File: config.mk
export PLATFORM = sky130hd
export DESIGN_NAME = mem_arbiter
export DESIGN_NICKNAME = d
export VERILOG_FILES = /design/src/rtl/mem_arbiter.sv
export SDC_FILE = /design/constraint.sdc
export NUM_CORES = 1
export LEC_CHECK = 0
export ABC_AREA = 0
export CAP_MARGIN = 20
export CORE_AREA = 2 2 280 282
export DETAILED_ROUTE_END_ITERATION = 8
export DIE_AREA = 0 0 282 284
export PLACE_DENSITY = 0.39
export RECOVER_POWER = 25
export SETUP_SLACK_MARGIN = 0.02
export SKIP_LAST_GASP = 1
export SYNTH_ARGS = -nofsm -noshare
export SYNTH_HDL_FRONTEND = slang
export SYNTH_SLANG_ARGS = --single-unit
File: constraint.sdc
create_clock -name clk_i -period 2 [get_ports clk_i]
set_clock_uncertainty 0.1 [all_clocks]
set_input_delay 0.3 -clock clk_i [delete_from_list [all_inputs] [get_ports clk_i]]
set_output_delay 0.3 -clock clk_i [all_outputs]
set_load 0.01 [all_outputs]
File: src/rtl/mem_arbiter.sv
// Round-robin arbiter sharing one main-memory line port between the icache and dcache.
// One transaction in flight; request latched at arbitration, responses steered to the owner only.
module mem_arbiter #(
    parameter int PADDR_WIDTH    = 20,
    parameter int LINE_BYTES     = 16,
    parameter int TIMEOUT_CYCLES = 255
) (
    input  logic                      clk_i,
    input  logic                      rst_i,
    input  logic                      i_req_i,
    input  logic [PADDR_WIDTH-1:0]    i_addr_i,
    output logic                      i_gnt_o,
    output logic                      i_rvalid_o,
    output logic [LINE_BYTES*8-1:0]   i_rdata_o,
    input  logic                      d_req_i,
    input  logic                      d_we_i,
    input  logic [PADDR_WIDTH-1:0]    d_addr_i,
    input  logic [LINE_BYTES*8-1:0]   d_wdata_i,
    output logic                      d_gnt_o,
    output logic                      d_rvalid_o,
    output logic [LINE_BYTES*8-1:0]   d_rdata_o,
    output logic                      d_write_done_o,
    output logic                      mem_req_o,
    output logic                      mem_we_o,
    output logic [PADDR_WIDTH-1:0]    mem_addr_o,
    output logic [LINE_BYTES*8-1:0]   mem_wdata_o,
    input  logic                      mem_gnt_i,
    input  logic                      mem_rvalid_i,
    input  logic [LINE_BYTES*8-1:0]   mem_rdata_i,
    input  logic                      mem_write_done_i,
    output logic                      busy_o,
    output logic                      err_timeout_o
);
    localparam int DW = LINE_BYTES * 8;
    localparam int CW = $clog2(TIMEOUT_CYCLES + 1);
    localparam logic [CW-1:0] TO_LAST = CW'(TIMEOUT_CYCLES - 1);

    typedef enum logic [1:0] {
        ST_IDLE  = 2'd0,
        ST_ISSUE = 2'd1,
        ST_WAIT  = 2'd2
    } state_t;

    state_t                  r_state;
    state_t                  w_next_state;
    logic                    r_owner_d;
    logic                    r_last_d;
    logic                    r_we;
    logic [PADDR_WIDTH-1:0]  r_addr;
    logic [DW-1:0]           r_wdata;
    logic [CW-1:0]           r_cnt;
    logic                    r_mem_req;
    logic                    r_busy;
    logic                    r_err;

    logic                    w_any_req;
    logic                    w_pick_d;
    logic                    w_issue_gnt;
    logic                    w_resp_window;
    logic                    w_rd_done;
    logic                    w_wr_done;
    logic                    w_done;
    logic                    w_timeout;

    // On a tie the requester that did not win last time goes first.
    assign w_any_req     = i_req_i | d_req_i;
    assign w_pick_d      = d_req_i & (~i_req_i | ~r_last_d);
    assign w_issue_gnt   = (r_state == ST_ISSUE) & mem_gnt_i;
    assign w_resp_window = (r_state == ST_WAIT) | w_issue_gnt;
    assign w_rd_done     = w_resp_window & ~r_we & mem_rvalid_i;
    assign w_wr_done     = w_resp_window & r_we & mem_write_done_i;
    assign w_done        = w_rd_done | w_wr_done;
    assign w_timeout     = (r_state == ST_WAIT) & ~w_done & (r_cnt == TO_LAST);

    // State register.
    always_ff @(posedge clk_i or negedge rst_i) begin
        if (!rst_i) begin
            r_state <= ST_IDLE;
        end else begin
            r_state <= w_next_state;
        end
    end

    // Next-state logic.
    always_comb begin
        w_next_state = r_state;
        case (r_state)
            ST_IDLE: begin
                if (w_any_req) w_next_state = ST_ISSUE;
                else           w_next_state = ST_IDLE;
            end
            ST_ISSUE: begin
                if (w_issue_gnt && w_done) w_next_state = ST_IDLE;
                else if (w_issue_gnt)      w_next_state = ST_WAIT;
                else                       w_next_state = ST_ISSUE;
            end
            ST_WAIT: begin
                if (w_done || w_timeout) w_next_state = ST_IDLE;
                else                     w_next_state = ST_WAIT;
            end
            default: w_next_state = ST_IDLE;
        endcase
    end

    // Latched request, ownership, watchdog and registered memory-side outputs.
    always_ff @(posedge clk_i or negedge rst_i) begin
        if (!rst_i) begin
            r_owner_d <= 1'b0;
            r_last_d  <= 1'b0;
            r_we      <= 1'b0;
            r_addr    <= {PADDR_WIDTH{1'b0}};
            r_wdata   <= {DW{1'b0}};
            r_cnt     <= {CW{1'b0}};
            r_mem_req <= 1'b0;
            r_busy    <= 1'b0;
            r_err     <= 1'b0;
        end else begin
            if ((r_state == ST_IDLE) && w_any_req) begin
                r_owner_d <= w_pick_d;
                r_last_d  <= w_pick_d;
                r_we      <= w_pick_d & d_we_i;
                r_addr    <= w_pick_d ? d_addr_i : i_addr_i;
                r_wdata   <= w_pick_d ? d_wdata_i : {DW{1'b0}};
            end
            if (w_issue_gnt) begin
                r_cnt <= {CW{1'b0}};
            end else if ((r_state == ST_WAIT) && !w_done) begin
                r_cnt <= r_cnt + CW'(1);
            end
            r_mem_req <= (w_next_state == ST_ISSUE);
            r_busy    <= (w_next_state != ST_IDLE);
            r_err     <= r_err | w_timeout;
        end
    end

    // Grant and response steering; rdata is zero unless its rvalid is forwarded.
    always_comb begin
        i_gnt_o        = w_issue_gnt & ~r_owner_d;
        d_gnt_o        = w_issue_gnt & r_owner_d;
        i_rvalid_o     = w_rd_done & ~r_owner_d;
        d_rvalid_o     = w_rd_done & r_owner_d;
        d_write_done_o = w_wr_done & r_owner_d;
        if (w_rd_done && !r_owner_d) i_rdata_o = mem_rdata_i;
        else                         i_rdata_o = {DW{1'b0}};
        if (w_rd_done && r_owner_d)  d_rdata_o = mem_rdata_i;
        else                         d_rdata_o = {DW{1'b0}};
    end

    assign mem_req_o     = r_mem_req;
    assign mem_we_o      = r_we;
    assign mem_addr_o    = r_addr;
    assign mem_wdata_o   = r_wdata;
    assign busy_o        = r_busy;
    assign err_timeout_o = r_err;
endmodule

==> After elaboration in Yosys (flattened, before gate mapping) <==
Cells that the tools add are included.
{ "word_totals": {"elab_cells": 59, "ff_bits": 163, "in_bits": 304} }
{ "op_classes": {"n_bitwise": 23, "add_sub_neg": 1, "eq_ne": 4, "mux": 11, "reduce_logical": 11} }
{ "op_table": {"columns": ["op", "n"], "rows": [
  ["$mux 128", 3],
  ["$mux 20", 1],
  ["$mux 8", 2],
  ["$and 1x1->1", 14],
  ["$add 8x1->8 const B", 1],
  ["$eq 8x8->1 const B", 1],
  ["$mux 2", 3],
  ["$pmux 2 s3", 1],
  ["$logic_and 1x1->1", 5],
  ["$or 1x1->1", 5],
  ["$eq 2x1->1 const B", 2],
  ["$not 1->1", 4],
  ["$reduce_bool 2->1", 2],
  ["$eq 2x2->1 const B", 1],
  ["$logic_not 1->1", 2],
  ["$logic_not 2->1", 1],
  ["$logic_or 1x1->1", 1],
  ["$mux 1", 1]
]} }

==> Depth between registers and ports, before layout <==
Gate-level depths: netlist of the first run.
{ "depth": {"word_depth": 13, "ltp_mapped": 7, "mapped_depth_nobuf": 4} }

==> Worst setup path before layout of the first run <==
No wires, ideal clock.
{ "synth_path": {"kind": "register to output", "from": "register r_state[1]", "to": "output i_rdata_o[100]", "slack_ns": 0.208, "required_ns": 1.600, "stages_incl_launch_ff": 6, "t_arrival_ns": 1.392, "path_buffers": 2, "cell_sequence": "dfrtp_1 nand3b_4 a211oi_2 buf_2 buf_2 and2_1"} }
{ "synth_via": {"elab_chain_len": 7} }
{ "synth_lines": {"columns": ["item", "line_no", "source"], "rows": [
  ["from (decl)", "44", "state_t r_state;"],
  ["from (signal assigned)", "80", "r_state <= w_next_state;"],
  ["$eq 2x1->1", "68", "assign w_issue_gnt = (r_state == ST_ISSUE) & mem_gnt_i;"],
  ["$and 1x1->1", "68", null],
  ["$or 1x1->1 (*)", "69", "assign w_resp_window = (r_state == ST_WAIT) | w_issue_gnt;"],
  ["$and 1x1->1 (*) (2 in series)", "70", "assign w_rd_done = w_resp_window & ~r_we & mem_rvalid_i;"],
  ["$logic_and 1x1->1 (*)", "143", "if (w_rd_done && !r_owner_d) i_rdata_o = mem_rdata_i;"],
  ["$mux 128 (*)", "143", null],
  ["to (decl)", "14", "output logic [LINE_BYTES*8-1:0] i_rdata_o,"]
]} }
Mark *: on every way between the ends. The rest lies on a longest branch, timed or not.

==> Worst setup path in the final report of the first run <==
{ "layout_path": {"from": "register r_state[1]", "to": "output d_rdata_o[57]"} }
{ "layout_via": {"elab_chain_len": 7} }
{ "layout_lines": {"columns": ["item", "line_no", "source"], "rows": [
  ["$eq 2x1->1", "68", null],
  ["$and 1x1->1", "68", null],
  ["$or 1x1->1 (*)", "69", null],
  ["$and 1x1->1 (*) (2 in series)", "70", null],
  ["$logic_and 1x1->1 (*)", "145", "if (w_rd_done && r_owner_d) d_rdata_o = mem_rdata_i;"],
  ["$mux 128 (*)", "145", null],
  ["to (decl)", "21", "output logic [LINE_BYTES*8-1:0] d_rdata_o,"]
]} }
Marked as above.

==> impl_metrics.json, run 1 <==
{
  "dp_slack_ns": -0.995,
  "crit_type": "reg -> out",
  "hold_class": "in -> reg",
  "finalHoldWorstSlack_ns": 0.305,
  "finalHoldViolCount": 0,
  "start_util": 0.104,
  "htreeDepth": 4,
  "slew_headroom": 0.336,
  "rows": 102,
  "cts.sinks": 163,
  "min_period_ns": 2.51,
  "io_buffers": 716,
  "violations": "setup timing",
  "nNetsFinal": 1777,
  "ant_nets": 0,
  "ys_seq_area_frac": 0.511,
  "clockRootBuffer": "clkbuf_16",
  "setup_slack_ns": -0.511,
  "clk_pin_slew_ns": 0.08,
  "status": "complete, but fails checks",
  "crit_path_start_kind": "register",
  "die-width_um": 282,
  "vias": 8613,
  "fin_tns_setup_ns": -112.79,
  "synth_area_um2": 7980,
  "die_height_um": 284,
  "yosysUniqueCellTypes": 33,
  "clk_latency_ns": 0.48,
  "synth_top_area_frac": 0.511,
  "final_cell_mix": "453 x clkdlybuf4s50_1, 195 x and2_1, 161 x dfrtp_1",
  "die-area_um2": 80100,
  "setup_viol": 261,
  "drt-initial-drc-count": 245,
  "placed_area_um2": 16900,
  "syn_area_per_cell_um2": 11.3,
  "total_leakage_power_nw": 7.90,
  "drcViolationCount": 0,
  "crit_arrival_ns": 2.11,
  "io_pins": 717,
  "routedWlPerCell_um": 21.2,
  "synth_area_leaders": "dfrtp_1 51%, and2_1 20%, a22o_1 14%",
  "cts_tree": "built",
  "place_hpwl_um": 43700,
  "max_cap_violations": 0,
  "syn_nets": 1015,
  "worst_pin_slew_ns": 0.996,
  "drv_slew": 0,
  "syn_inst": 709,
  "yosys.area.top_type": "dfrtp_1",
  "peakVddDrop_uv": 644,
  "areaGrowthSynthToFinish_pct": 120,
  "total_power_mw": 19.8,
  "grt_util_all_layers": 0.129,
  "wl_um": 53700,
  "end_kind": "output pin",
  "final_common_cell": "clkdlybuf4s50_1",
  "drtPass1Iterations": 4,
  "clock_path_buffers": 2,
  "vias_per_cell": 3.39,
  "rsz0062_at_grt": "yes",
  "antenna_found_initial": 29,
  "overflow": 0,
  "grt_pass1_vias": 9224,
  "ys_ff_latch": 163,
  "grt_pass1_wl_um": 72200,
  "crit_fanout": 13,
  "worstPathRequired_ns": 1.60,
  "fmax_mhz": 398,
  "coreArea_um2": 77000,
  "grt_max_degree": 76,
  "cts_buffers": 17,
  "power_density_nw_per_um2": 1130,
  "postLayoutCellArea_um2": 17600,
  "fin_crit_sh": 1.26,
  "yosys_warnings": 0,
  "layout-drive-gt1-share": 0.313,
  "gp_congestion": 0.849
}
state kept, by name, indices dropped and copies added (netlist names):
register       cells
mem_addr_o        20
r_state            2
busy_o             1
mem_we_o           1
r_last_d           1
r_cnt              8
err_timeout_o      1
mem_req_o          1
mem_wdata_o      128
synth_stat cells, drive strengths merged:
cell and instances:
and2 259, dfrtp 163, a22o 130, buf 46, mux2 40, clkbuf 18
nand2 9, mux2i 7, nand4 6, a211oi 5, inv 3, nor2 3
ha 2, nand2b 2, nand3 2, o21ai 2, a21boi 1, a21o 1
a21oi 1, a221o 1, a31o 1, and3b 1, and4 1, and4b 1
nand3b 1, nor2b 1, nor3 1, o21bai 1
critical path: stages (launching register included):
cell	delay, ns
dfrtp_1	0.39
nand3b_4	0.20
a211oi_4	0.32
buf_12	0.17
buf_8	0.13
buf_12	0.13
and2_1	0.16
buf_2	0.15
per-stage QoR:
step            util  std cells
2_1_floorplan      -        709
3_3_place_gp   0.220       2459
3_5_place_dp   0.220       2459
4_1_cts        0.230       2520
5_1_grt        0.228       2529
6_report       0.228       2537
worst paths after layout:
path / startpoint / endpoint / slack [ns] / depth (start not counted)
min in group asynchronous: rst_i / mem_wdata_o[58] / 0.40 / 2
hold reg to reg: r_cnt[5] / r_cnt[5] / 0.38 / 1
max in group asynchronous: rst_i / r_last_d / 0.30 / 3
setup reg to reg: r_last_d / mem_addr_o[1] / 0.07 / 5
setup / recovery: r_state[1] / d_rdata_o[57] / -0.51 / 7
hold / removal: d_wdata_i[81] / mem_wdata_o[81] / 0.31 / 2
report_power, final:
part           internal [mW]  leakage, nW  switching (mW)
Sequential              4.79         2.09           0.914
Combinational           6.16         5.52            4.47
Clock                   1.71        0.293            1.70
Total                   12.7         7.90            7.08
layout make-up:
class                      count  area, um^2
fill                        8358       59400
clock inverter                14         155
multi-input combinational    479        3780
tap                         1040        1300
sequential                   163        4080
inverter                       3        11.3
antenna                       13        32.5
clock buffer                  18         439
timing repair buffer         807        7750
logic make-up after synthesis:
logic type                 share of synthesized area
buffers and inverters                         0.0395
AOI/OAI and AO/OA                              0.156
and+or+nand+nor                                0.225
DFF                                            0.511
adders and majority gates                    0.00314
muxes                                         0.0652
routing by layer:
metal  wire length, um  vias to the layer above  track usage
li1                  -                     3999            -
met1             19100                     4057        0.128
met2             28300                      483        0.243
met3              4720                       70       0.0447
met4              1510                        4       0.0453
met5                33                        -            0
what timing repair did:
item	in CTS	in global routing
gates resized for setup	701	360
pin swaps	9	9
setup buffers	20	6
gates cloned	8	7
hold buffers	1	0
setup endpoints to repair	265	266
endpoints found under the hold margin	47	0
(Power assumes the default switching activity.)
==> run 2, diff against run 1 <==
--- a/config.mk
+++ b/config.mk
@@ -8,6 +8,7 @@
 export ABC_AREA = 0
 export CAP_MARGIN = 20
 export CORE_AREA = 2 2 280 282
+export CTS_CLUSTER_SIZE = 8
 export DETAILED_ROUTE_END_ITERATION = 8
 export DIE_AREA = 0 0 282 284
 export PLACE_DENSITY = 0.39
==> results of run 2 <==
Same layout as run 1: the final DEF is identical, and so are final timing and power.
